$ cat src/rtl/bus_pkg.sv
// rtl/bus_pkg.sv - grant encodings and arbiter state type shared by the arbiter and the bus mux
package bus_pkg;

  localparam logic [1:0] GNT_NONE   = 2'b00;
  localparam logic [1:0] GNT_FIRST  = 2'b10;
  localparam logic [1:0] GNT_SECOND = 2'b01;

  typedef enum logic [1:0] {
    ST_IDLE       = 2'd0,
    ST_OWN_FIRST  = 2'd1,
    ST_OWN_SECOND = 2'd2
  } arb_state_t;

  function automatic logic [1:0] grant_of(arb_state_t s);
    case (s)
      ST_OWN_FIRST:  grant_of = GNT_FIRST;
      ST_OWN_SECOND: grant_of = GNT_SECOND;
      default:       grant_of = GNT_NONE;
    endcase
  endfunction

endpackage

$ cat src/rtl/bus_arbiter_2m.sv
// rtl/bus_arbiter_2m.sv - two-master round-robin bus arbiter with parked grant and ack watchdog
module bus_arbiter_2m
  import bus_pkg::*;
#(
  parameter int TIMEOUT = 255
) (
  input  logic       clk,
  input  logic       rst_n,
  input  logic       req_in_first,
  input  logic       req_in_second,
  input  logic       ack_out,
  output logic [1:0] grant,
  output logic       busy,
  output logic       timeout_err,
  output logic [1:0] timeout_id
);

  // A zero-width counter is illegal, so the disabled watchdog keeps one idle bit.
  localparam int WD_W = (TIMEOUT > 0) ? $clog2(TIMEOUT + 1) : 1;
  localparam logic [WD_W-1:0] WD_LAST = WD_W'((TIMEOUT > 0) ? TIMEOUT - 1 : 0);
  localparam bit WD_ON = (TIMEOUT > 0);

  arb_state_t      state_q, state_d, other_state;
  logic [WD_W-1:0] wd_q, wd_d;
  logic            owner_req, other_req, timeout_hit;

  always_comb begin
    state_d     = state_q;
    owner_req   = 1'b0;
    other_req   = 1'b0;
    other_state = ST_OWN_FIRST;
    case (state_q)
      ST_OWN_FIRST: begin
        owner_req   = req_in_first;
        other_req   = req_in_second;
        other_state = ST_OWN_SECOND;
      end
      ST_OWN_SECOND: begin
        owner_req   = req_in_second;
        other_req   = req_in_first;
        other_state = ST_OWN_FIRST;
      end
      default: begin
        if (req_in_first)
          state_d = ST_OWN_FIRST;
        else if (req_in_second)
          state_d = ST_OWN_SECOND;
      end
    endcase

    // Ack takes precedence over the threshold, so a late ack never raises an error.
    timeout_hit = WD_ON && owner_req && !ack_out && (wd_q == WD_LAST);

    if (state_q != ST_IDLE && other_req && (!owner_req || ack_out || timeout_hit))
      state_d = other_state;

    busy = owner_req && !ack_out;

    wd_d = wd_q;
    if (state_d != state_q || ack_out || !owner_req || timeout_hit)
      wd_d = '0;
    else if (wd_q != '1)
      wd_d = wd_q + 1'b1;
  end

  always_ff @(posedge clk or negedge rst_n) begin
    if (!rst_n) begin
      state_q     <= ST_IDLE;
      grant       <= GNT_NONE;
      wd_q        <= '0;
      timeout_err <= 1'b0;
      timeout_id  <= GNT_NONE;
    end else begin
      state_q     <= state_d;
      grant       <= grant_of(state_d);
      wd_q        <= wd_d;
      timeout_err <= timeout_hit;
      if (timeout_hit)
        timeout_id <= grant;
    end
  end

endmodule

$ cat config.mk
export PLATFORM = sky130hd
export DESIGN_NAME = bus_arbiter_2m
export DESIGN_NICKNAME = d
export VERILOG_FILES = /design/src/rtl/bus_pkg.sv /design/src/rtl/bus_arbiter_2m.sv
export SDC_FILE = /design/constraint.sdc
export NUM_CORES = 1
export LEC_CHECK = 0
export CORE_UTILIZATION = 52
export CTS_CLUSTER_SIZE = 40
export DETAILED_ROUTE_END_ITERATION = 8
export GPL_ROUTABILITY_DRIVEN = 0
export PLACE_DENSITY_LB_ADDON = 0.12
export SYNTH_ARGS = -nofsm -noshare
export SYNTH_HDL_FRONTEND = slang
export SYNTH_SLANG_ARGS = --single-unit
$ cat constraint.sdc
create_clock -name clk -period 2.5 [get_ports clk]
set_input_delay 0.25 -clock clk [delete_from_list [all_inputs] [get_ports clk]]
set_output_delay 0.25 -clock clk [all_outputs]
set_load 0.1 [all_outputs]
==> impl_metrics.prom, run 1 <==
# TYPE chip_impl_metric gauge
chip_impl_metric{name="grt_first_pass_wirelength",unit="um"} 2691
chip_impl_metric{name="maxClockFrequency",unit="GHz"} 0.5151
chip_impl_metric{name="portBuffers",unit=""} 10
chip_impl_info{name="holdCritPathClass",value="primary input to async pin"} 1
chip_impl_metric{name="postSynthCellCount",unit=""} 74
chip_impl_metric{name="netSwitchingFraction",unit="%"} 44.34
chip_impl_metric{name="crit_fanout",unit=""} 4
chip_impl_metric{name="critical_path_max_stage_delay",unit="ns"} 0.38
chip_impl_metric{name="grt_util_all_layers",unit="%"} 21.06
chip_impl_metric{name="die_y",unit="um"} 42.15
chip_impl_metric{name="arrival_time_of_the_worst_setup_path",unit="ns"} 2.13
chip_impl_info{name="synthFlopType",value="sky130_fd_sc_hd__dfrtp_1"} 1
chip_impl_metric{name="setup-tns-final",unit="ns"} 0
chip_impl_metric{name="synth-async-reset-ratio",unit="%"} 100.0
chip_impl_metric{name="number_of_buffers_between_clock_root_and_the_deepest_sink",unit=""} 2
chip_impl_metric{name="final_min_period_over_clock_period",unit="%"} 77.66
chip_impl_metric{name="ant_nets",unit=""} 0
chip_impl_metric{name="cp.depth",unit=""} 6
chip_impl_info{name="unrepaired_setup_endpoints_after_global_routing",value="false"} 1
chip_impl_metric{name="cell_internal_pwr",unit="W"} 0.0005271
chip_impl_metric{name="synth_edf_count",unit=""} 0
chip_impl_metric{name="power.ir.vdd_worst",unit="uV"} 674.4
chip_impl_metric{name="yosys_warnings",unit=""} 0
chip_impl_info{name="netlist.top_cell.by_area",value="sky130_fd_sc_hd__dfrtp_1"} 1
chip_impl_info{name="critPathSlowestCell",value="sky130_fd_sc_hd__ha_1"} 1
chip_impl_metric{name="critical_path.n_buffers_inverters",unit=""} 1
chip_impl_info{name="status",value="complete, no violations"} 1
chip_impl_metric{name="die_x",unit="um"} 42.15
chip_impl_metric{name="worst_r2r_path_depth",unit=""} 6
chip_impl_metric{name="final_net_count",unit=""} 99
chip_impl_metric{name="grt_start_max_net_pins",unit=""} 16
chip_impl_info{name="synth.area.top_cells",value="sky130_fd_sc_hd__dfrtp_1, sky130_fd_sc_hd__ha_1, sky130_fd_sc_hd__mux2_4"} 1
chip_impl_info{name="timing.critical_path.from_type",value="flip-flop"} 1
chip_impl_metric{name="diodes",unit=""} 0
chip_impl_metric{name="drive_above_1_share",unit="%"} 19.32
chip_impl_metric{name="die_area",unit="um^2"} 1777
chip_impl_metric{name="net-switching-power",unit="W"} 0.0004199
chip_impl_info{name="tritoncts",value="yes"} 1
chip_impl_info{name="setup.worst_path.class",value="flip-flop to flip-flop"} 1
chip_impl_metric{name="rows",unit=""} 14
chip_impl_metric{name="hold_violations",unit=""} 0
chip_impl_metric{name="first_global_vias",unit=""} 591
chip_impl_metric{name="postCtsResizedCells",unit=""} 0
chip_impl_metric{name="remaining_max_slew_budget_at_the_tightest_pin",unit="%"} 54.56
chip_impl_metric{name="timing.final.setup_violations",unit=""} 0
chip_impl_metric{name="dr_vias",unit=""} 608
chip_impl_info{name="worst_setup_path_end_kind",value="flip-flop"} 1
chip_impl_metric{name="clkLatencyLatePin",unit="ns"} 0.30
chip_impl_metric{name="final_cells",unit=""} 104
chip_impl_metric{name="worst_pin_slew",unit="ns"} 0.6795
chip_impl_info{name="crit_family",value="simple AND/OR/NAND/NOR gates"} 1
chip_impl_metric{name="finalWorstPathRequiredPeriod",unit="ns"} 1.941
chip_impl_metric{name="total_detailed_routing_wirelength",unit="um"} 1504
chip_impl_metric{name="drv_slew",unit=""} 0
chip_impl_metric{name="h-tree-depth",unit=""} 1
chip_impl_metric{name="synth_seq_cells",unit=""} 15
chip_impl_metric{name="firstDrtPassIters",unit=""} 4
chip_impl_metric{name="share_comb_of_total_power",unit="%"} 52.2
chip_impl_metric{name="cts.hold.buffers_added",unit=""} 0
chip_impl_metric{name="syn_to_final_growth",unit="%"} 17.31
chip_impl_metric{name="cts.clk_slew.worst_paths",unit="ns"} 0.10
chip_impl_metric{name="grt.overflow.total",unit=""} 0
chip_impl_metric{name="mappedNetlistNets",unit=""} 84
chip_impl_metric{name="syn_area_cell",unit="um^2"} 11.33
chip_impl_metric{name="antenna_found_initial",unit=""} 0
chip_impl_metric{name="pwr_density_cell",unit="nW/um^2"} 962.9
chip_impl_metric{name="initial_core_util",unit="%"} 55.65
chip_impl_metric{name="via_per_inst",unit=""} 5.846
chip_impl_metric{name="post-place-cells",unit=""} 100
chip_impl_metric{name="clock_skew",unit="ns"} 0.007122
chip_impl_metric{name="maxCapViolations",unit=""} 0
chip_impl_info{name="cts-root-buf",value="sky130_fd_sc_hd__clkbuf_4"} 1
chip_impl_metric{name="cts.repair_timing.setup_buffer_count",unit=""} 0
chip_impl_info{name="critical_path.cell_chain",value="inv_1, ha_1, and2b_1, nand2_1, nor3_1, mux2_2"} 1
chip_impl_metric{name="drc",unit=""} 0
chip_impl_metric{name="share_clk_of_total_power",unit="%"} 15.6
chip_impl_metric{name="synth_sequential_area_ratio",unit="%"} 44.78
chip_impl_metric{name="detail_route.wl_per_cell",unit="um"} 14.46
chip_impl_metric{name="io_pins",unit=""} 11
chip_impl_metric{name="design.core.area",unit="um^2"} 1506
chip_impl_metric{name="cts_inserted_buffers",unit=""} 3
chip_impl_metric{name="detailedPlacementHpwl",unit="um"} 1088
chip_impl_metric{name="leakagePower",unit="nW"} 0.4971
chip_impl_metric{name="yosys.area.top_type_share",unit="%"} 44.78
chip_impl_metric{name="drt_iter0_markers",unit=""} 10
chip_impl_metric{name="synthesis.area",unit="um^2"} 838.3
chip_impl_metric{name="power.share.sequential",unit="%"} 32.3
chip_impl_metric{name="tritoncts_num_sinks",unit=""} 15
chip_impl_metric{name="yosysUniqueCellTypes",unit=""} 31
chip_impl_metric{name="timing.critical_path.required",unit="ns"} 2.69
power groups by stage:
stage	Clock (W)	Sequential, W	Combinational (W)
final	0.000148	0.000305	0.000494
after global routing	0.000157	0.000311	0.000530
after CTS	0.000148	0.000307	0.000498
after detailed placement	0	0.000311	0.000497
after global placement	0	0.000309	0.000491
after floorplan	0	0.000399	0.000301
path summary, 6_finish.rpt:
path,start,endpoint,slack (ns)
hold reg to reg,timeout_id[0],timeout_id[0],0.52
min in group clk,timeout_id[0],timeout_id[0],0.52
setup / recovery,state_q[0],timeout_id[0],0.56
max in group asynchronous,rst_n,grant[1],1.71
hold / removal,rst_n,wd_q[5],0.35
setup reg to reg,state_q[0],timeout_id[0],0.56
sequential cells by signal (all words and copies together) (netlist names):
signal	cells
grant	2
state_q	2
timeout_id	2
timeout_err	1
wd_q	8
cell type report:
| type | count | area [um^2] |
|---|---|---|
| clock buffer | 3 | 22.52 |
| clock inverter | 1 | 5.005 |
| fill | 129 | 523.0 |
| inverter | 5 | 18.77 |
| multi-input combinational | 54 | 444.2 |
| sequential | 15 | 375.4 |
| tap | 16 | 20.02 |
| timing repair buffer | 10 | 97.59 |
placed cells by master (no fill, tap or decap), types with 2 or more instances in the layout:
master / instances
sky130_fd_sc_hd__o211ai_1: 2
sky130_fd_sc_hd__nand3_1: 4
sky130_fd_sc_hd__ha_1: 5
sky130_fd_sc_hd__inv_1: 5
sky130_fd_sc_hd__clkdlybuf4s50_1: 4
sky130_fd_sc_hd__nor2_1: 7
sky130_fd_sc_hd__dfrtp_1: 15
sky130_fd_sc_hd__a22o_1: 2
sky130_fd_sc_hd__nand2_1: 3
sky130_fd_sc_hd__nand2b_1: 2
sky130_fd_sc_hd__mux2i_1: 2
sky130_fd_sc_hd__mux2_4: 2
sky130_fd_sc_hd__mux2_2: 2
sky130_fd_sc_hd__clkbuf_4: 3
sky130_fd_sc_hd__xor2_1: 3
sky130_fd_sc_hd__buf_4: 5
sky130_fd_sc_hd__o21ai_0: 3
cell usage after synthesis (2+ instances only):
library cell / count
sky130_fd_sc_hd__o21ai_0: 3
sky130_fd_sc_hd__mux2_2: 2
sky130_fd_sc_hd__nor2_1: 7
sky130_fd_sc_hd__a22o_1: 2
sky130_fd_sc_hd__nand2_1: 3
sky130_fd_sc_hd__ha_1: 5
sky130_fd_sc_hd__xor2_1: 3
sky130_fd_sc_hd__mux2_4: 2
sky130_fd_sc_hd__mux2i_1: 2
sky130_fd_sc_hd__nand2b_1: 2
sky130_fd_sc_hd__dfrtp_1: 15
sky130_fd_sc_hd__o211ai_1: 2
sky130_fd_sc_hd__inv_1: 5
sky130_fd_sc_hd__nand3_1: 4
through the flow:
step	instance area (um^2)	power (W)	hold WS (ns)	worst slack [ns]	util [%]
after floorplan	838.3	0.0006996	-0.04559	0.6543	-
after CTS	983.4	0.0009531	0.3839	0.5536	65.28
final	983.4	0.0009470	0.3527	0.5585	65.28
after global placement	955.9	0.0007996	0.4948	0.6171	63.46
after detailed placement	955.9	0.0008081	0.5025	0.5655	63.46
after global routing	983.4	0.0009987	0.4214	0.4634	65.28
logic make-up (layout without fill, tap and decap cells):
group	Yosys count	in the layout	synth area share, %
compound gates	14	14	13.28
xor+xnor	4	4	4.180
fa+ha+maj	5	5	7.463
buf+inv	5	19	2.239
flops	15	15	44.78
mux	6	6	8.657
simple gates	25	25	19.40
layer usage:
metal	global-route usage [%]	vias to the layer above	share of wire, %
met5	0	-	0
met4	13.13	0	3.0
met3	3.879	5	3.4
met2	32.50	11	47
met1	27.32	292	46
li1	-	300	-
worst reg2reg max path, stage by stage, from the launching register on:
cell and delay (ns):
sky130_fd_sc_hd__dfrtp_1 0.37, sky130_fd_sc_hd__inv_1 0.07, sky130_fd_sc_hd__ha_1 0.38, sky130_fd_sc_hd__and2b_1 0.21, sky130_fd_sc_hd__nand2_1 0.08, sky130_fd_sc_hd__nor3_1 0.35, sky130_fd_sc_hd__mux2_2 0.38
Note: power is estimated with default switching activity, not from simulation.
==> inputs of run 2 (changes only) <==
Clock period 2.5 ns to 1.86 ns, I/O delays scaled along.
==> impl_metrics.prom, run 2 (synthesis gave the netlist of run 1 again) <==
# TYPE chip_impl_metric gauge
chip_impl_info{name="status",value="complete, no violations"} 1
chip_impl_metric{name="die_area",unit="um^2"} 1777
chip_impl_metric{name="clock_skew",unit="ns"} 0.004525
chip_impl_metric{name="worst_pin_slew",unit="ns"} 0.6851
chip_impl_metric{name="holdWs",unit="ns"} 0.3098
chip_impl_metric{name="clkLatencyLatePin",unit="ns"} 0.28
chip_impl_metric{name="hold_violations",unit=""} 0
chip_impl_metric{name="critical_path_max_stage_delay",unit="ns"} 0.40
chip_impl_metric{name="fillers",unit=""} 122
chip_impl_metric{name="via_per_inst",unit=""} 5.636
chip_impl_info{name="crit-reg2reg-capture",value="timeout_id[0]"} 1
chip_impl_metric{name="grt.overflow.total",unit=""} 0
chip_impl_info{name="holdCritPathClass",value="primary input to async pin"} 1
chip_impl_metric{name="drc",unit=""} 0
chip_impl_info{name="cp-startpoint",value="state_q[1]"} 1
chip_impl_metric{name="power.ir.vdd_worst",unit="uV"} 868.2
chip_impl_metric{name="setup-tns-final",unit="ns"} 0
chip_impl_metric{name="h-tree-depth",unit=""} 1
chip_impl_metric{name="use_met1",unit="%"} 28.17
chip_impl_info{name="timing.critical_path.from_type",value="flip-flop"} 1
chip_impl_metric{name="cts.repair_timing.setup_buffer_count",unit=""} 0
chip_impl_info{name="tritoncts",value="yes"} 1
chip_impl_metric{name="detail_route.wl_per_cell",unit="um"} 13.29
chip_impl_metric{name="total_detailed_routing_wirelength",unit="um"} 1422
chip_impl_info{name="timing.critical_path.mode_cell",value="sky130_fd_sc_hd__inv_1"} 1
chip_impl_metric{name="r2r_setup_slack",unit="ns"} 0.14
chip_impl_metric{name="ant_nets",unit=""} 0
chip_impl_metric{name="die_y",unit="um"} 42.15
chip_impl_metric{name="tritoncts_num_sinks",unit=""} 15
chip_impl_info{name="top_library_cells_by_usage_in_the_layout_fill_and_taps_aside",value="sky130_fd_sc_hd__dfrtp_1, sky130_fd_sc_hd__buf_4, sky130_fd_sc_hd__nor2_1"} 1
chip_impl_metric{name="grt_util_all_layers",unit="%"} 18.78
chip_impl_info{name="worst_setup_path_end_kind",value="primary output"} 1
chip_impl_info{name="registers.top_by_ff_count",value="wd_q"} 1
chip_impl_metric{name="grt_util_met2",unit="%"} 24.69
chip_impl_metric{name="number_of_buffers_between_clock_root_and_the_deepest_sink",unit=""} 2
chip_impl_metric{name="drv_slew",unit=""} 0
chip_impl_metric{name="drive_above_1_share",unit="%"} 26.37
chip_impl_metric{name="seq_area",unit="um^2"} 375.4
chip_impl_metric{name="final_min_period_over_clock_period",unit="%"} 94.25
chip_impl_metric{name="final_net_count",unit=""} 102
chip_impl_metric{name="drt_iter0_markers",unit=""} 7
chip_impl_info{name="grt_most_used_layer",value="met1"} 1
chip_impl_metric{name="finalWorstPathRequiredPeriod",unit="ns"} 1.753
chip_impl_metric{name="io_pins",unit=""} 11
chip_impl_metric{name="grt_first_pass_wirelength",unit="um"} 2421
chip_impl_info{name="critPathSlowestCell",value="sky130_fd_sc_hd__dfrtp_1"} 1
chip_impl_info{name="r2r_start",value="state_q[1]"} 1
chip_impl_metric{name="leakagePower",unit="nW"} 0.5103
chip_impl_metric{name="arrival_time_of_the_worst_setup_path",unit="ns"} 1.57
chip_impl_metric{name="portBuffers",unit=""} 10
chip_impl_info{name="setup.worst_path.class",value="flip-flop to primary output"} 1
chip_impl_metric{name="detailedPlacementHpwl",unit="um"} 1051
chip_impl_metric{name="timing.critical_path.required",unit="ns"} 1.67
chip_impl_info{name="critical_path.cell_chain",value="inv_1, ha_1, and2b_2, nand2_2, inv_1, buf_12"} 1
chip_impl_info{name="cts-root-buf",value="sky130_fd_sc_hd__clkbuf_4"} 1
chip_impl_metric{name="worst_r2r_path_depth",unit=""} 6
chip_impl_metric{name="rows",unit=""} 14
chip_impl_metric{name="syn_to_final_growth",unit="%"} 21.04
chip_impl_metric{name="first_global_vias",unit=""} 515
chip_impl_metric{name="cts.hold.buffers_added",unit=""} 0
chip_impl_metric{name="die_x",unit="um"} 42.15
chip_impl_metric{name="multiInputGateArea",unit="um^2"} 452.9
chip_impl_metric{name="maxCapViolations",unit=""} 0
chip_impl_metric{name="cts.clk_slew.worst_paths",unit="ns"} 0.09
chip_impl_metric{name="design.core.area",unit="um^2"} 1506
chip_impl_metric{name="remaining_max_slew_budget_at_the_tightest_pin",unit="%"} 54.18
chip_impl_metric{name="diodes",unit=""} 0
chip_impl_metric{name="timing.final.setup_violations",unit=""} 0
chip_impl_metric{name="maxClockFrequency",unit="GHz"} 0.5705
chip_impl_metric{name="grt_use_met3",unit="%"} 5.172
chip_impl_info{name="unrepaired_setup_endpoints_after_global_routing",value="false"} 1
chip_impl_metric{name="initial_core_util",unit="%"} 55.65
chip_impl_metric{name="pwr_density_cell",unit="nW/um^2"} 1308
chip_impl_metric{name="largest_register_ffs",unit=""} 8
chip_impl_metric{name="post-route-worst-setup-slack",unit="ns"} 0.1070
chip_impl_metric{name="placement.setup.worst_slack",unit="ns"} 0.02284
chip_impl_metric{name="fin_util",unit="%"} 67.36
chip_impl_metric{name="crit_fanout",unit=""} 3
chip_impl_metric{name="grt_start_max_net_pins",unit=""} 16
chip_impl_info{name="mostFrequentLayoutCell",value="sky130_fd_sc_hd__dfrtp_1"} 1
chip_impl_metric{name="cts_inserted_buffers",unit=""} 3
chip_impl_metric{name="firstDrtPassIters",unit=""} 4
chip_impl_metric{name="dr_vias",unit=""} 603
chip_impl_metric{name="antenna_found_initial",unit=""} 0
-- run 2: area by class of cell --
cell class	count	area share, %
Multi-Input combinational cell	54	44.64
Sequential cell	15	36.99
Timing Repair Buffer	13	11.84
Clock buffer	3	2.219
Tap cell	16	1.973
Inverter	5	1.850
Clock inverter	1	0.4932
-- run 2: metrics by stage --
step	cell area (um^2)	std cells	total power [W]
after floorplan	838.3	74	0.0009403
after global placement	978.4	103	0.001124
after detailed placement	978.4	103	0.001135
after CTS	1011	107	0.001331
after global routing	1015	107	0.001414
final	1015	107	0.001327
-- run 2: worst max-delay path by stage --
stage	depth (start not counted)	to
floorplan	6	timeout_id[0]
detailed placement	5	timeout_id[0]
global route	6	busy
global placement	5	timeout_id[0]
CTS	6	busy
finish	6	busy
-- run 2: power breakdown --
group          internal (W)  total [W]  switching, W
clock network     0.0000798   0.000186      0.000106
registers          0.000376   0.000411     0.0000345
logic              0.000298   0.000731      0.000433
-- run 2: layer usage --
metal	wire length [um]	part of all wire, %
met3	44	3.1
met2	609	43
met1	749	53
met4	18	1.3
met5	0	0
-- run 2: repair_timing --
action / in CTS / in global routing
endpoints found under the setup margin: 2 / 1
gates cloned: 0 / 0
pin swaps: 0 / 0
resized for setup: 1 / 3
-- run 2: critical path, delay by kind of cell, from the launching register on --
kind,cells,cell delay (ns)
buffers and inverters,3,0.32
and+or+nand+nor,2,0.31
adders and majority gates,1,0.25
DFF,1,0.40
==> inputs of run 3 (changes only) <==
Settings changed: CORE_UTILIZATION 52 to 45, GPL_TIMING_DRIVEN from default to 0.
Clock period 1.86 ns to 2.26 ns, I/O delays scaled along.
==> impl_metrics.prom, run 3 (synthesis gave the netlist of run 1 again) <==
# TYPE chip_impl_metric gauge
chip_impl_info{name="critical_path.cell_chain",value="inv_1, ha_1, and2b_1, nand2_1, inv_1, buf_2"} 1
chip_impl_metric{name="die_y",unit="um"} 45.16
chip_impl_metric{name="maxCapViolations",unit=""} 0
chip_impl_metric{name="final_min_period_over_clock_period",unit="%"} 94.16
chip_impl_info{name="cts-root-buf",value="sky130_fd_sc_hd__clkbuf_4"} 1
chip_impl_metric{name="grt.overflow.total",unit=""} 0
chip_impl_metric{name="cts_inserted_buffers",unit=""} 3
chip_impl_metric{name="final_net_count",unit=""} 99
chip_impl_metric{name="timing.final.setup_violations",unit=""} 0
chip_impl_metric{name="placement.setup.worst_slack",unit="ns"} -0.2472
chip_impl_metric{name="worst_pin_slew",unit="ns"} 0.9610
chip_impl_metric{name="first_global_vias",unit=""} 554
chip_impl_metric{name="critical_path.n_buffers_inverters",unit=""} 3
chip_impl_info{name="setup.worst_path.class",value="flip-flop to primary output"} 1
chip_impl_metric{name="diodes",unit=""} 0
chip_impl_metric{name="via_per_inst",unit=""} 5.336
chip_impl_metric{name="initial_core_util",unit="%"} 48.03
chip_impl_info{name="timing.critical_path.mode_cell",value="sky130_fd_sc_hd__inv_1"} 1
chip_impl_metric{name="syn_to_final_growth",unit="%"} 18.36
chip_impl_info{name="unrepaired_setup_endpoints_after_global_routing",value="false"} 1
chip_impl_metric{name="rows",unit=""} 15
chip_impl_metric{name="grt_util_all_layers",unit="%"} 16.53
chip_impl_info{name="crit_family",value="buffers and inverters"} 1
chip_impl_metric{name="clock_skew",unit="ns"} 0.002919
chip_impl_metric{name="finalWorstPathRequiredPeriod",unit="ns"} 2.128
chip_impl_metric{name="drc",unit=""} 0
chip_impl_metric{name="drv_slew",unit=""} 0
chip_impl_metric{name="design.core.area",unit="um^2"} 1745
chip_impl_metric{name="critical_path_max_stage_delay",unit="ns"} 0.41
chip_impl_metric{name="post-place-cells",unit=""} 109
chip_impl_info{name="critPathSlowestCell",value="sky130_fd_sc_hd__buf_2"} 1
chip_impl_metric{name="total_detailed_routing_wirelength",unit="um"} 1483
chip_impl_metric{name="cts.hold.buffers_added",unit=""} 0
chip_impl_metric{name="h-tree-depth",unit=""} 1
chip_impl_info{name="worst_setup_path_end_kind",value="primary output"} 1
chip_impl_metric{name="firstDrtPassIters",unit=""} 4
chip_impl_metric{name="portBuffers",unit=""} 10
chip_impl_metric{name="dr_vias",unit=""} 603
chip_impl_metric{name="die_x",unit="um"} 45.16
chip_impl_metric{name="post-route-worst-setup-slack",unit="ns"} 0.1319
chip_impl_metric{name="ant_nets",unit=""} 0
chip_impl_metric{name="clkLatencyLatePin",unit="ns"} 0.29
chip_impl_metric{name="pwr_density_cell",unit="nW/um^2"} 1048
chip_impl_info{name="r2r_start",value="state_q[0]"} 1
chip_impl_metric{name="drive_above_1_share",unit="%"} 13.64
chip_impl_metric{name="holdWs",unit="ns"} 0.3343
chip_impl_metric{name="timing.critical_path.required",unit="ns"} 2.03
chip_impl_metric{name="cts.clk_slew.worst_paths",unit="ns"} 0.10
chip_impl_info{name="timing.critical_path.from_type",value="flip-flop"} 1
chip_impl_info{name="status",value="complete, no violations"} 1
chip_impl_info{name="registers.top_by_ff_count",value="wd_q"} 1
chip_impl_metric{name="die_area",unit="um^2"} 2039
chip_impl_info{name="tritoncts",value="yes"} 1
chip_impl_info{name="holdCritPathClass",value="primary input to async pin"} 1
chip_impl_metric{name="power.ir.vdd_worst",unit="uV"} 611.9
chip_impl_info{name="mostFrequentLayoutCell",value="sky130_fd_sc_hd__dfrtp_1"} 1
chip_impl_metric{name="number_of_buffers_between_clock_root_and_the_deepest_sink",unit=""} 2
chip_impl_metric{name="io_pins",unit=""} 11
chip_impl_info{name="cp-startpoint",value="state_q[0]"} 1
chip_impl_metric{name="setup-tns-final",unit="ns"} 0
chip_impl_metric{name="grt_first_pass_wirelength",unit="um"} 2387
chip_impl_metric{name="arrival_time_of_the_worst_setup_path",unit="ns"} 1.90
chip_impl_metric{name="remaining_max_slew_budget_at_the_tightest_pin",unit="%"} 35.73
chip_impl_info{name="top_library_cells_by_usage_in_the_layout_fill_and_taps_aside",value="sky130_fd_sc_hd__dfrtp_1, sky130_fd_sc_hd__clkdlybuf4s50_1, sky130_fd_sc_hd__nor2_1"} 1
chip_impl_metric{name="leakagePower",unit="nW"} 0.4852
chip_impl_metric{name="grt_start_max_net_pins",unit=""} 16
chip_impl_metric{name="antenna_found_initial",unit=""} 0
chip_impl_metric{name="hold_violations",unit=""} 0
chip_impl_metric{name="final_cells",unit=""} 113
chip_impl_metric{name="detail_route.wl_per_cell",unit="um"} 13.12
chip_impl_metric{name="largest_register_ffs",unit=""} 8
chip_impl_metric{name="tritoncts_num_sinks",unit=""} 15
chip_impl_metric{name="detailedPlacementHpwl",unit="um"} 1079
chip_impl_metric{name="crit_fanout",unit=""} 4
chip_impl_metric{name="drt_iter0_markers",unit=""} 11
chip_impl_metric{name="maxClockFrequency",unit="GHz"} 0.4699
-- run 3: area by class of cell --
class | count | area [um^2]
sequential | 15 | 375.4
clock inverter | 1 | 5.005
timing repair buffer | 10 | 95.09
tap | 25 | 31.28
fill | 163 | 753.2
multi-input combinational | 54 | 444.2
clock buffer | 3 | 22.52
inverter | 5 | 18.77
-- run 3: routing by layer --
layer,part of all wire [%],track usage [%],wire length (um),vias to the layer above
met4,1.3,9.091,19,0
met2,47,25.51,694,8
li1,-,-,-,295
met1,50,22.17,737,298
met3,2.2,2.400,33,2
met5,0,0,0,-
-- run 3: what timing repair did --
| item | in CTS | in global routing |
|---|---|---|
| setup endpoints to repair | 1 | 1 |
| resized for setup | 4 | 1 |
| cloned | 0 | 0 |
| setup buffers | 0 | 0 |
-- run 3: final timing paths --
path                       cells past startpoint             to  slack (ns)
setup / recovery                               6           busy        0.13
hold / removal                                 1        wd_q[4]        0.33
max in group asynchronous                      1        wd_q[0]        1.50
min in group clk                               1  timeout_id[0]        0.51
setup reg to reg                               6  timeout_id[1]        0.25
hold reg to reg                                1  timeout_id[0]        0.51
-- run 3: where the power goes --
part	leakage (nW)	total [W]	switching [W]	internal [W]
clock	0.0177	0.000164	0.0000979	0.0000659
sequential	0.202	0.000337	0.0000276	0.000310
combinational	0.265	0.000539	0.000340	0.000198
-- run 3: stage by stage --
step / utilization (%) / power [W] / instance area (um^2)
floorplan: - / 0.0007739 / 838.3
finish: 56.85 / 0.001040 / 992.2
detailed placement: 55.56 / 0.0008859 / 969.7
CTS: 57.13 / 0.001050 / 997.2
global route: 56.85 / 0.001098 / 992.2
global placement: 55.56 / 0.0008680 / 969.7
-- run 3: worst reg2reg max path: stages (launching register included) --
cell and delay, ns:
sky130_fd_sc_hd__dfrtp_1 0.39, sky130_fd_sc_hd__inv_1 0.09, sky130_fd_sc_hd__ha_1 0.38, sky130_fd_sc_hd__and2b_1 0.21, sky130_fd_sc_hd__nand2_1 0.08, sky130_fd_sc_hd__nor3_1 0.39, sky130_fd_sc_hd__mux2_2 0.38
